## src/rtl/regfile.sv

```systemverilog
// regfile: operand register file and flags register feeding the 8-bit ALU.
//
// Eight general registers (r0 hard-wired to zero). Two registered read
// ports present operands on a/b. Writeback from the ALU goes into r1..r7.
// A 4-bit flags register latches the ALU's {z,n,c,v}. A combinational
// condition evaluator on the latched flags drives branch decisions.
//
// Ports:
//   clk       rising-edge clock
//   rst       asynchronous, active-high reset
//   rd_a_sel  register selected onto a
//   rd_b_sel  register selected onto b
//   hold      1 = a/b keep their value (writes and flag loads still occur)
//   a, b      registered operands to the ALU
//   wr_en     register write strobe
//   wr_sel    register written (writes to r0 are discarded)
//   wr_data   writeback data
//   flags_en  flags register load strobe
//   flags_in  ALU flags {z,n,c,v}
//   flags     latched flags {z,n,c,v}
//   cond      condition code
//   cond_true 1 when cond holds on the latched flags
module regfile #(
  parameter int WIDTH = 8,
  parameter int REGS  = 8,
  localparam int SEL_W = $clog2(REGS)
) (
  input  logic             clk,
  input  logic             rst,
  input  logic [SEL_W-1:0] rd_a_sel,
  input  logic [SEL_W-1:0] rd_b_sel,
  input  logic             hold,
  output logic [WIDTH-1:0] a,
  output logic [WIDTH-1:0] b,
  input  logic             wr_en,
  input  logic [SEL_W-1:0] wr_sel,
  input  logic [WIDTH-1:0] wr_data,
  input  logic             flags_en,
  input  logic [3:0]       flags_in,
  output logic [3:0]       flags,
  input  logic [2:0]       cond,
  output logic             cond_true
);

  // mem[0] is reset and never written, so it always holds zero; reads of r0
  // are still forced to zero explicitly so bypass cannot leak into it.
  logic [WIDTH-1:0] mem [REGS];

  logic wr_live;
  assign wr_live = wr_en && (wr_sel != '0);

  // Read value with write-through bypass: a write landing on the same edge
  // is what the read port loads.
  function automatic logic [WIDTH-1:0] read_port(input logic [SEL_W-1:0] sel);
    if (sel == '0)
      return '0;
    else if (wr_live && (wr_sel == sel))
      return wr_data;
    else
      return mem[sel];
  endfunction

  always_ff @(posedge clk or posedge rst) begin
    if (rst) begin
      mem <= '{default: '0};
    end else if (wr_live) begin
      mem[wr_sel] <= wr_data;
    end
  end

  always_ff @(posedge clk or posedge rst) begin
    if (rst) begin
      a <= '0;
      b <= '0;
    end else if (!hold) begin
      a <= read_port(rd_a_sel);
      b <= read_port(rd_b_sel);
    end
  end

  always_ff @(posedge clk or posedge rst) begin
    if (rst)
      flags <= '0;
    else if (flags_en)
      flags <= flags_in;
  end

  logic fz, fn, fc, fv;
  assign {fz, fn, fc, fv} = flags;

  always_comb begin
    cond_true = 1'b1;
    case (cond)
      3'b000: cond_true = 1'b1;
      3'b001: cond_true = fz;
      3'b010: cond_true = !fz;
      3'b011: cond_true = fc;
      3'b100: cond_true = !fc;
      3'b101: cond_true = fn;
      3'b110: cond_true = fn ^ fv;
      3'b111: cond_true = !(fn ^ fv);
      default: cond_true = 1'b1;
    endcase
  end

endmodule

```

## config.mk

```make
export PLATFORM = sky130hd
export DESIGN_NAME = regfile
export DESIGN_NICKNAME = d
export VERILOG_FILES = /design/src/rtl/regfile.sv
export SDC_FILE = /design/constraint.sdc
export NUM_CORES = 1
export LEC_CHECK = 0
export ABC_AREA = 1
export CORE_UTILIZATION = 65
export CTS_CLUSTER_DIAMETER = 200
export CTS_CLUSTER_SIZE = 20
export DETAILED_ROUTE_END_ITERATION = 7
export DONT_BUFFER_PORTS = 1
export PLACE_DENSITY = 0.79
export SKIP_CTS_REPAIR_TIMING = 1
export SYNTH_ARGS = -nofsm -noshare
export SYNTH_HDL_FRONTEND = slang
export SYNTH_SLANG_ARGS = --single-unit
```

## constraint.sdc

```tcl
create_clock -name clk -period 5.6 [get_ports clk]
set_input_delay 0.56 -clock clk [delete_from_list [all_inputs] [get_ports clk]]
set_output_delay 0.56 -clock clk [all_outputs]
set_load 0.01 [all_outputs]
```

==> results of run 1 <==
critical path, delay by kind of cell, from the launching register on:
kind,cells,cell delay (ps)
compound gates,4,530
buf+inv,1,120
flops,1,430
how the worst max path moves through the flow:
stage | endpoint | startpoint | depth (start not counted) | slack (ps)
6_report | cond_true | flags[2] | 5 | 3610
5_1_grt | cond_true | flags[2] | 5 | 3510
4_1_cts | cond_true | flags[2] | 5 | 3590
3_5_place_dp | b[0] | rd_b_sel[0] | 4 | 3500
3_3_place_gp | a[1] | rd_a_sel[0] | 4 | 3550
2_1_floorplan | a[0] | rst | 1 | 2870
placed cells by master, fill, tap and decap left out:
cell type,n
nand2_2,1
nor2_4,2
nand2_1,330
o21bai_1,1
nor3_4,1
a21oi_1,11
nor2_1,14
inv_2,5
buf_4,1
a31oi_2,2
clkbuf_1,3
mux2_2,1
xnor2_2,2
nand3_1,105
clkinvlp_4,1
inv_1,19
clkinv_4,1
nand3_2,2
o22ai_1,1
clkbuf_8,9
clkinv_2,3
a21oi_2,1
o21ai_0,53
dfrtp_1,84
flip-flops by register name (all words and copies together), names as in the netlist:
| signal | cells |
|---|---|
| a | 8 |
| b | 8 |
| flags | 4 |
| mem | 64 |
final cells by class:
type	instances	area [µm²]	area share, %
tap	96	120	2.51
timing repair buffer	1	7.51	0.157
sequential	84	2100	44.0
clock inverter	4	26.3	0.550
inverter	25	95.1	1.99
clock buffer	12	135	2.83
multi-input combinational	527	2290	48.0
kinds of logic after synthesis:
| group | Yosys count |
|---|---|
| compound gates | 69 |
| mux | 1 |
| buf+inv | 68 |
| simple gates | 455 |
| flops | 84 |
| xor+xnor | 2 |
layer usage:
layer,part of all wire [%],up-vias,GRT usage (%)
met5,0,-,0
met4,5.2,0,22.7
met3,9.1,53,6.64
met2,46,239,55.5
met1,40,2077,49.5
li1,-,2115,-
through the flow:
| step | hold slack (ps) | utilization, % | power, µW |
|---|---|---|---|
| final | 298 | 69.2 | 1460 |
| after global routing | 299 | 69.2 | 1550 |
| after detailed placement | 394 | 66.9 | 1090 |
| after floorplan | 451 | - | 1020 |
| after global placement | 395 | 66.9 | 1080 |
| after CTS | 293 | 69.2 | 1460 |
report_power, final:
part	internal [µW]	total (µW)	leakage, µW	switching [µW]
Sequential	704	799	0.00105	95.2
Clock	161	377	0.0000803	216
Combinational	106	284	0.00129	178
==> run metrics, run 1 <==
status=completed; clk root buf=clkbuf_8; Mapped Area=0.00472 mm²; I/O pin count=50; Clock Latency Late Sink=between 300 and 400 ps; Synth warnings=0; ranking of synthesized cells by area=dfrtp_1 (44%), nand2_1 (26%), nand3_1 (11%); grt ovf=0; critical path fanouts, max=3; initial antenna violation count=0; # diodes=0; hold crit path type=primary input to flop; Tmin final=1990 ps; FF-to-FF Start=mem[11]; post-synthesis sequential area ratio=between 40 and 50%; Sink Count=84; Synth Instances=approximately 680; max_slew headroom=between 20% and 30%; setup TNS=0 ps; Post-synth ARST share=100%; top cells by count, synth=nand2_1 (330), nand3_1 (105), dfrtp_1 (84); pwr dens=around 300 mW/mm²; die height=87.3 µm; Worst Skew=~9.1 ps; via-per-instance ratio=between 5 and 6; worst path cell trace=inv_1, a21oi_1, a21oi_1, a21oi_1, o21bai_1; min-delay src=flags_en; H-tree depth=3; HPWL Detailed=~8.6 mm; placed instance count=around 730; CTS Buf Count=9; Max Fclk=about 500 MHz; DRC viols=0; Pins Over Slew Limit=0; maximum vdd drop=roughly 0.19 mV; Post-synth top flop=dfrtp_1; Fill cells=608; Mean Syn Cell Area=between 6 and 7 µm²; synth unique cells=23; All-Layer GR Usage=a little under two fifths; CP Capture Type=output port; max cap viols=0; Routed Antenna Nets=0; Area after DPL=between 0.004 and 0.005 mm²; share of cells above drive strength 1=4.90%; Max stage delay cell, worst path=dfrtp_1; Worst EP arrival=between 1000 and 1500 ps; RSZ-0062 raised after global routing=no; Initial Utilization=between 60% and 70%; router iterations before antenna repair=5; Post-Synth Adder-Cell Area=0%; period utilization=35.6%; Syn Nets=about 700; number of flops mapped to enable cells by yosys=0; Leak=0.00242 µW; worst slew pin tran=1100 ps; simple-gate share of the synthesized area=between 30% and 40%; pre-CTS WS=roughly 3500 ps; P&R area growth vs syn=1.17%; post-synth top area share=44.5%; area of the core=approximately 0.0069 mm²; Critical R2R Capture=a[3]; Post-Synth XOR/XNOR Area=less than 1%; Most common cell on crit path=a21oi_1; DRT iter0 DRCs=approximately 420; Hold Path Depth=1; Setup Crit Path Kind=flop to output port; final hold violation count=0; Wirelength per Cell=between 15 and 20 µm; worst reg-to-reg setup slack=4390 ps; most common cell in the netlist=nand2_1; CTS tree=yes; Die Area=between 0.007 and 0.008 mm²; Seq cells post-synth=84; vias in the first global route=roughly 4200; clock buffer depth=2; Placer Congestion=0.965; Finished Layout Cells=approximately 750; worst r2r path cells=8; final net count=677; CP startpoint kind=flop; Worst-path clk slew=about 70 ps; first-pass GRT wire length=20.9 mm; largest family of logic cells by synthesized area=simple AND/OR/NAND/NOR gates; Setup WS post-layout=3610 ps; final instance area=about 0.0048 mm²; width of the chip=slightly below 90 µm; complex-gate fraction of the synthesized area=roughly 7.8%; hold path endpoint=flags[3]; Critical Path Max Stage Delay=430 ps; Yosys top cell by area=dfrtp_1; detailed-route wire length=between 10 and 15 mm; Worst EP required=roughly 5000 ps; mux share of post-synthesis cell area=0.238%; DR vias=4484; PortBufs=0; # setup viols final=0; FP Rows=30; largest net degree at the start of global routing=85
Note: power is estimated with default switching activity, not from simulation.
==> inputs of run 2 (changes only) <==
--- a/config.mk
+++ b/config.mk
@@ -6,12 +6,12 @@
 export NUM_CORES = 1
 export LEC_CHECK = 0
 export ABC_AREA = 1
-export CORE_UTILIZATION = 65
+export CORE_UTILIZATION = 58
 export CTS_CLUSTER_DIAMETER = 200
 export CTS_CLUSTER_SIZE = 20
 export DETAILED_ROUTE_END_ITERATION = 7
 export DONT_BUFFER_PORTS = 1
-export PLACE_DENSITY = 0.79
+export PLACE_DENSITY = 0.74
 export SKIP_CTS_REPAIR_TIMING = 1
 export SYNTH_ARGS = -nofsm -noshare
 export SYNTH_HDL_FRONTEND = slang
==> constraint.sdc (replaced) <==
create_clock -name clk -period 1.68 [get_ports clk]
set_input_delay 0.168 -clock clk [delete_from_list [all_inputs] [get_ports clk]]
set_output_delay 0.168 -clock clk [all_outputs]
set_load 0.01 [all_outputs]
==> run 2 against run 1 <==
Sequential power grew to 3.3 times the previous value. Count of clock-buffer cells in the layout down 1. Clock power increased to 4.1 times the previous value. Sequential share of layout area decreased by 1.7 points. Register-to-register slack got worse by 4000 ps. Die area grew 12%. Via count rose by 1.7%. Core utilization is 5.6 points lower. Critical path depth up 1. Clock skew grew 1.9 ps. Non-clock buffer count is 11 higher. Largest power group unchanged.
==> run metrics, run 2 (synthesis gave the netlist of run 1 again) <==
most frequent cells in the layout=nand2_1 (330), nand3_1 (105), dfrtp_1 (84), o21ai_0 (53), inv_1 (19); sequential share of power=50.9% (-3.8 points); worst reg-to-reg setup slack=380 ps (-4010 ps); largest net degree at the start of global routing=85 (unchanged); Clock Latency Late Sink=350 ps (about the same); RSZ-0062 raised after global routing=no; CP Capture Type=output port; final hold violation count=0 (unchanged); Clock power frac=29.8% (+4.0 points); CTS Buf Count=9 (unchanged); die height=92.3 µm (+5.7%); pwr dens=1060 mW/mm² (+250%); hold crit path type=primary input to flop; DRT iter0 DRCs=426 (+2.2%); Fill cells=715 (+18%); Worst Skew=11.0 ps (+1.88 ps); Wirelength per Cell=18.4 µm (+8.2%); Setup Crit Path Kind=flop to output port; router iterations before antenna repair=6 (+1); Worst EP arrival=1370 ps (-60 ps); CTS tree=yes; Largest Register=mem; All-Layer GR Usage=35.3% (-1.5 points); Routed Antenna Nets=0 (unchanged); status=completed; Worst-path clk slew=80 ps (about the same); Final Core Density=63.6% (-5.6 points); routed length on met3=1.05 mm (-9.5%); share of cells above drive strength 1=5.73% (+0.83 points); Top Layer Used=met4; I/O pin count=50 (unchanged); clock buffer depth=2 (unchanged); clk root buf=clkbuf_8; DRC viols=0 (unchanged); grt ovf=0 (unchanged); Pins Over Slew Limit=0 (unchanged); max cap viols=0 (unchanged); Leak=0.00249 µW (+3.0%); placed instance count=743 (+1.4%); Die Area=0.00851 mm² (+12%); Final Power=5240 µW (+260%); CP startpoint kind=flop; met2 routed WL=6.42 mm (+11%); FP Rows=32 (+6.7%); # diodes=0 (unchanged); Sink Count=84 (unchanged); max_slew headroom=57.8% (+31 points); HPWL Detailed=9.23 mm (+7.7%); worst slew pin tran=630 ps (-467 ps); Logic pwr share=19.3% (-0.2 points); # setup viols final=0 (unchanged); NetSw=1690 µW (+250%); detailed-route wire length=14.1 mm (+11%); Tmin final=roughly 1500 ps; WL met1=6.19 mm (+21%); DR vias=4562 (+1.7%); initial antenna violation count=0 (unchanged); via-per-instance ratio=5.96 (-0.39%); vias in the first global route=4405 (+5.8%); P&R area growth vs syn=5.14%; maximum vdd drop=0.515 mV (+170%); Pint=3560 µW (+270%); H-tree depth=3 (unchanged); switching power share of the total=32.2% (-1.3 points); width of the chip=92.3 µm (+5.7%); first-pass GRT wire length=22.8 mm (+9.2%); Placer Congestion=0.966 (about the same); critical path fanouts, max=3 (unchanged); max reg flops=64 (unchanged); setup TNS=0 ps (unchanged); Max Fclk=roughly 650 MHz; Initial Utilization=60.5% (-7.9 points); most common cell after layout, fill and taps aside=nand2_1; final net count=688 (+1.6%); biggest regs=mem (64), a (8), b (8); Finished Layout Cells=765 (+2.1%); PortBufs=0 (unchanged); period utilization=about 90%; Worst EP required=1510 ps (-3530 ps); area of the core=0.00781 mm² (+13%)
[run 2: cell types whose count changed in the layout (fill, tap and decap cells not counted), moves of 2 or more]
cell and change:
clkinvlp_4 +2, clkinv_2 -3, dlygate4sd3_1 +7, buf_12 +2, buf_4 +2, bufinv_16 +2
[run 2: final timing paths]
kind	startpoint	endpoint	cells past startpoint
worst max register to register	flags[0]	flags[0]	3
min in group asynchronous	rst	mem[18]	3
worst min register to register	mem[57]	mem[57]	0
max in group asynchronous	rst	flags[2]	3
worst max-delay path	flags[2]	cond_true	6
worst min-delay path	hold	b[3]	3
[run 2: metrics by stage]
step	worst slack (ps)	hold slack, ps	instance area (µm²)
global route	7.45	54.1	4970
CTS	108	-172	4890
finish	143	49.3	4970
floorplan	541	275	4730
global placement	376	190	4680
detailed placement	368	205	4680
[run 2: area by class of cell]
class	count	area, µm²	share of cell area [%]
tap	102	128	2.57
multi-input combinational	527	2300	46.3
clock buffer	11	131	2.64
timing repair buffer	12	133	2.67
sequential	84	2100	42.3
inverter	25	97.6	1.96
clock inverter	4	75.1	1.51
[run 2: critical path, stage by stage (launching register included)]
cell and delay (ps):
dfrtp_1 430, inv_1 100, a21oi_1 160, a21oi_2 50
nand3_1 60, nand2_1 60, o21bai_2 160
[run 2: power by group through the flow]
| stage | logic [µW] | registers [µW] | clock network, µW |
|---|---|---|---|
| 2_1_floorplan | 814 | 2600 | 0 |
| 3_3_place_gp | 940 | 2690 | 0 |
| 3_5_place_dp | 972 | 2690 | 0 |
| 4_1_cts | 976 | 2660 | 1560 |
| 5_1_grt | 1170 | 2700 | 1650 |
| 6_report | 1010 | 2670 | 1560 |
[run 2: per-layer routing]
metal / up-vias / global-route usage, %
li1: 2129 / -
met1: 2170 / 50.4
met2: 224 / 53.5
met3: 39 / 4.73
met4: 0 / 16.3
met5: - / 0
==> inputs of run 3 (changes only) <==
--- a/config.mk
+++ b/config.mk
@@ -6,12 +6,12 @@
 export NUM_CORES = 1
 export LEC_CHECK = 0
 export ABC_AREA = 1
-export CORE_UTILIZATION = 58
+export CORE_UTILIZATION = 45
 export CTS_CLUSTER_DIAMETER = 200
 export CTS_CLUSTER_SIZE = 20
 export DETAILED_ROUTE_END_ITERATION = 7
 export DONT_BUFFER_PORTS = 1
-export PLACE_DENSITY = 0.74
+export PLACE_DENSITY = 0.6
 export SKIP_CTS_REPAIR_TIMING = 1
 export SYNTH_ARGS = -nofsm -noshare
 export SYNTH_HDL_FRONTEND = slang
==> run 3 against run 2 <==
Non-clock buffer count up 7. Sequential share of layout area down 1.1 points. Routed wire length up 0.33%.
==> run metrics, run 3 (synthesis gave the netlist of run 1 again) <==
largest net degree at the start of global routing=35 (-59%); max reg flops=64 (unchanged); Max stage delay cell, worst path=dfrtp_1; CP startpoint kind=flop; PortBufs=0 (unchanged); most frequent cells in the layout=nand2_1 (330), nand3_1 (105), dfrtp_1 (84), o21ai_0 (53), inv_1 (19); grt ovf=0 (unchanged); DR vias=4432 (-2.8%); first-pass GRT wire length=23.0 mm (+0.75%); Worst-path clk slew=90 ps (about the same); Leak=0.00256 µW (+2.7%); final hold violation count=0 (unchanged); critical path fanouts, max=3 (unchanged); Sink Count=84 (unchanged); Clock power frac=31.6% (+1.8 points); hold crit path type=primary input to flop; Clock Latency Late Sink=360 ps (about the same); Die Area=0.0109 mm² (+28%); Setup crit start=flags[2]; share of cells above drive strength 1=7.15% (+1.4 points); Critical Path Max Stage Delay=400 ps (-30 ps); WP buf/inv=1 (unchanged); Wirelength per Cell=17.5 µm (-4.9%); CP Capture Type=output port; worst slew pin tran=727 ps (+96.7 ps); Final Core Density=49.9% (-14 points); Critical R2R Capture=flags[2]; via-per-instance ratio=5.49 (-7.9%); maximum vdd drop=0.794 mV (+54%); initial antenna violation count=0 (unchanged); crit path capture=cond_true; # setup viols final=0 (unchanged); clk root buf=clkbuf_8; CTS Buf Count=9 (unchanged); vias in the first global route=4236 (-3.8%); critical path depth in cells=6 (unchanged); FP Rows=37 (+16%); Pint=3700 µW (+4.0%); die height=104 µm (+13%); Worst EP arrival=1360 ps (about the same); Setup Crit Path Kind=flop to output port; switching power share of the total=31.0% (-1.2 points); most common cell after layout, fill and taps aside=nand2_1; router iterations before antenna repair=5 (-1); area of the core=0.0102 mm² (+31%); P&R area growth vs syn=8.02%; final net count=695 (+1.0%); HPWL Detailed=9.56 mm (+3.6%); # diodes=0 (unchanged); biggest regs=mem (64), a (8), b (8); setup TNS=0 ps (unchanged); Logic pwr share=18.6% (-0.7 points); Fill cells=1018 (+42%); DRC viols=0 (unchanged); worst r2r path cells=3 (unchanged); pwr dens=1050 mW/mm² (-0.53%); Largest Register=mem; CTS tree=yes; Routed Antenna Nets=0 (unchanged); Initial Utilization=46.2% (-14 points); max_slew headroom=51.4% (-6.4 points); width of the chip=104 µm (+13%); Max Fclk=654 MHz (+0.54%); Placer Congestion=0.924 (-4.3%); Tmin final=1530 ps (-8.22 ps); worst path cell trace=inv_1, a21oi_1, a21oi_2, nand3_1, nand2_1, o21bai_2; detailed-route wire length=14.1 mm (+0.33%); status=completed; RSZ-0062 raised after global routing=no; clock buffer depth=2 (unchanged); Worst EP required=1510 ps (about the same); Hold Path Depth=3 (unchanged); Worst Skew=13.9 ps (+2.96 ps); critical path's top delay family=flip-flops; All-Layer GR Usage=27.7% (-7.7 points); FF-to-FF Start=flags[2]; NetSw=1660 µW (-1.5%); worst reg-to-reg setup slack=400 ps (+20 ps); H-tree depth=3 (unchanged); Pins Over Slew Limit=0 (unchanged); I/O pin count=50 (unchanged); DRT iter0 DRCs=387 (-9.2%); period utilization=91.0% (-0.49 points); sequential share of power=49.8% (-1.1 points); max cap viols=0 (unchanged)
## run 3: power groups by stage
stage | Combinational [µW] | Clock (µW) | Sequential [µW]
after floorplan | 814 | 0 | 2600
after global placement | 954 | 0 | 2700
after detailed placement | 974 | 0 | 2700
after CTS | 974 | 1710 | 2670
after global routing | 1160 | 1800 | 2710
final | 999 | 1690 | 2670
## run 3: area by class of cell
type | instances | area (µm²) | share of cell area (%)
Clock inverter | 4 | 70.1 | 1.37
Sequential cell | 84 | 2100 | 41.2
Clock buffer | 12 | 165 | 3.24
Tap cell | 136 | 170 | 3.33
Timing Repair Buffer | 19 | 198 | 3.87
Multi-Input combinational cell | 527 | 2300 | 45.1
Inverter | 25 | 97.6 | 1.91
## run 3: worst register-to-register path, stage by stage (launching register included)
cell and delay [ps]:
dfrtp_1 420, inv_1 110, o21ai_0 80, dlygate4sd3_1 560
## run 3: per-layer routing
metal,GRT usage [%],vias to the layer above,share of wire [%]
li1,-,2141,-
met3,7.08,27,8.5
met4,10.5,0,2.9
met5,0,-,0
met2,40.9,207,44
met1,38.9,2057,44
## run 3: per-stage QoR
| stage | hold slack, ps | power [µW] | worst slack (ps) | std cells | area [µm²] |
|---|---|---|---|---|---|
| 6_report | 26.1 | 5360 | 152 | 807 | 5100 |
| 5_1_grt | 26.2 | 5680 | 31.9 | 807 | 5100 |
| 4_1_cts | -333 | 5350 | 86.2 | 800 | 5030 |
| 3_5_place_dp | 53.9 | 3680 | 284 | 784 | 4790 |
| 3_3_place_gp | 48.7 | 3660 | 317 | 784 | 4790 |
| 2_1_floorplan | 275 | 3410 | 541 | 679 | 4730 |
## run 3: worst min-delay path by stage
stage	from	endpoint	slack (ps)
finish	hold	b[5]	30
global placement	rst	mem[40]	50
global route	hold	b[6]	30
detailed placement	rst	mem[40]	50
CTS	rst	mem[54]	-330
floorplan	flags_en	flags[3]	280
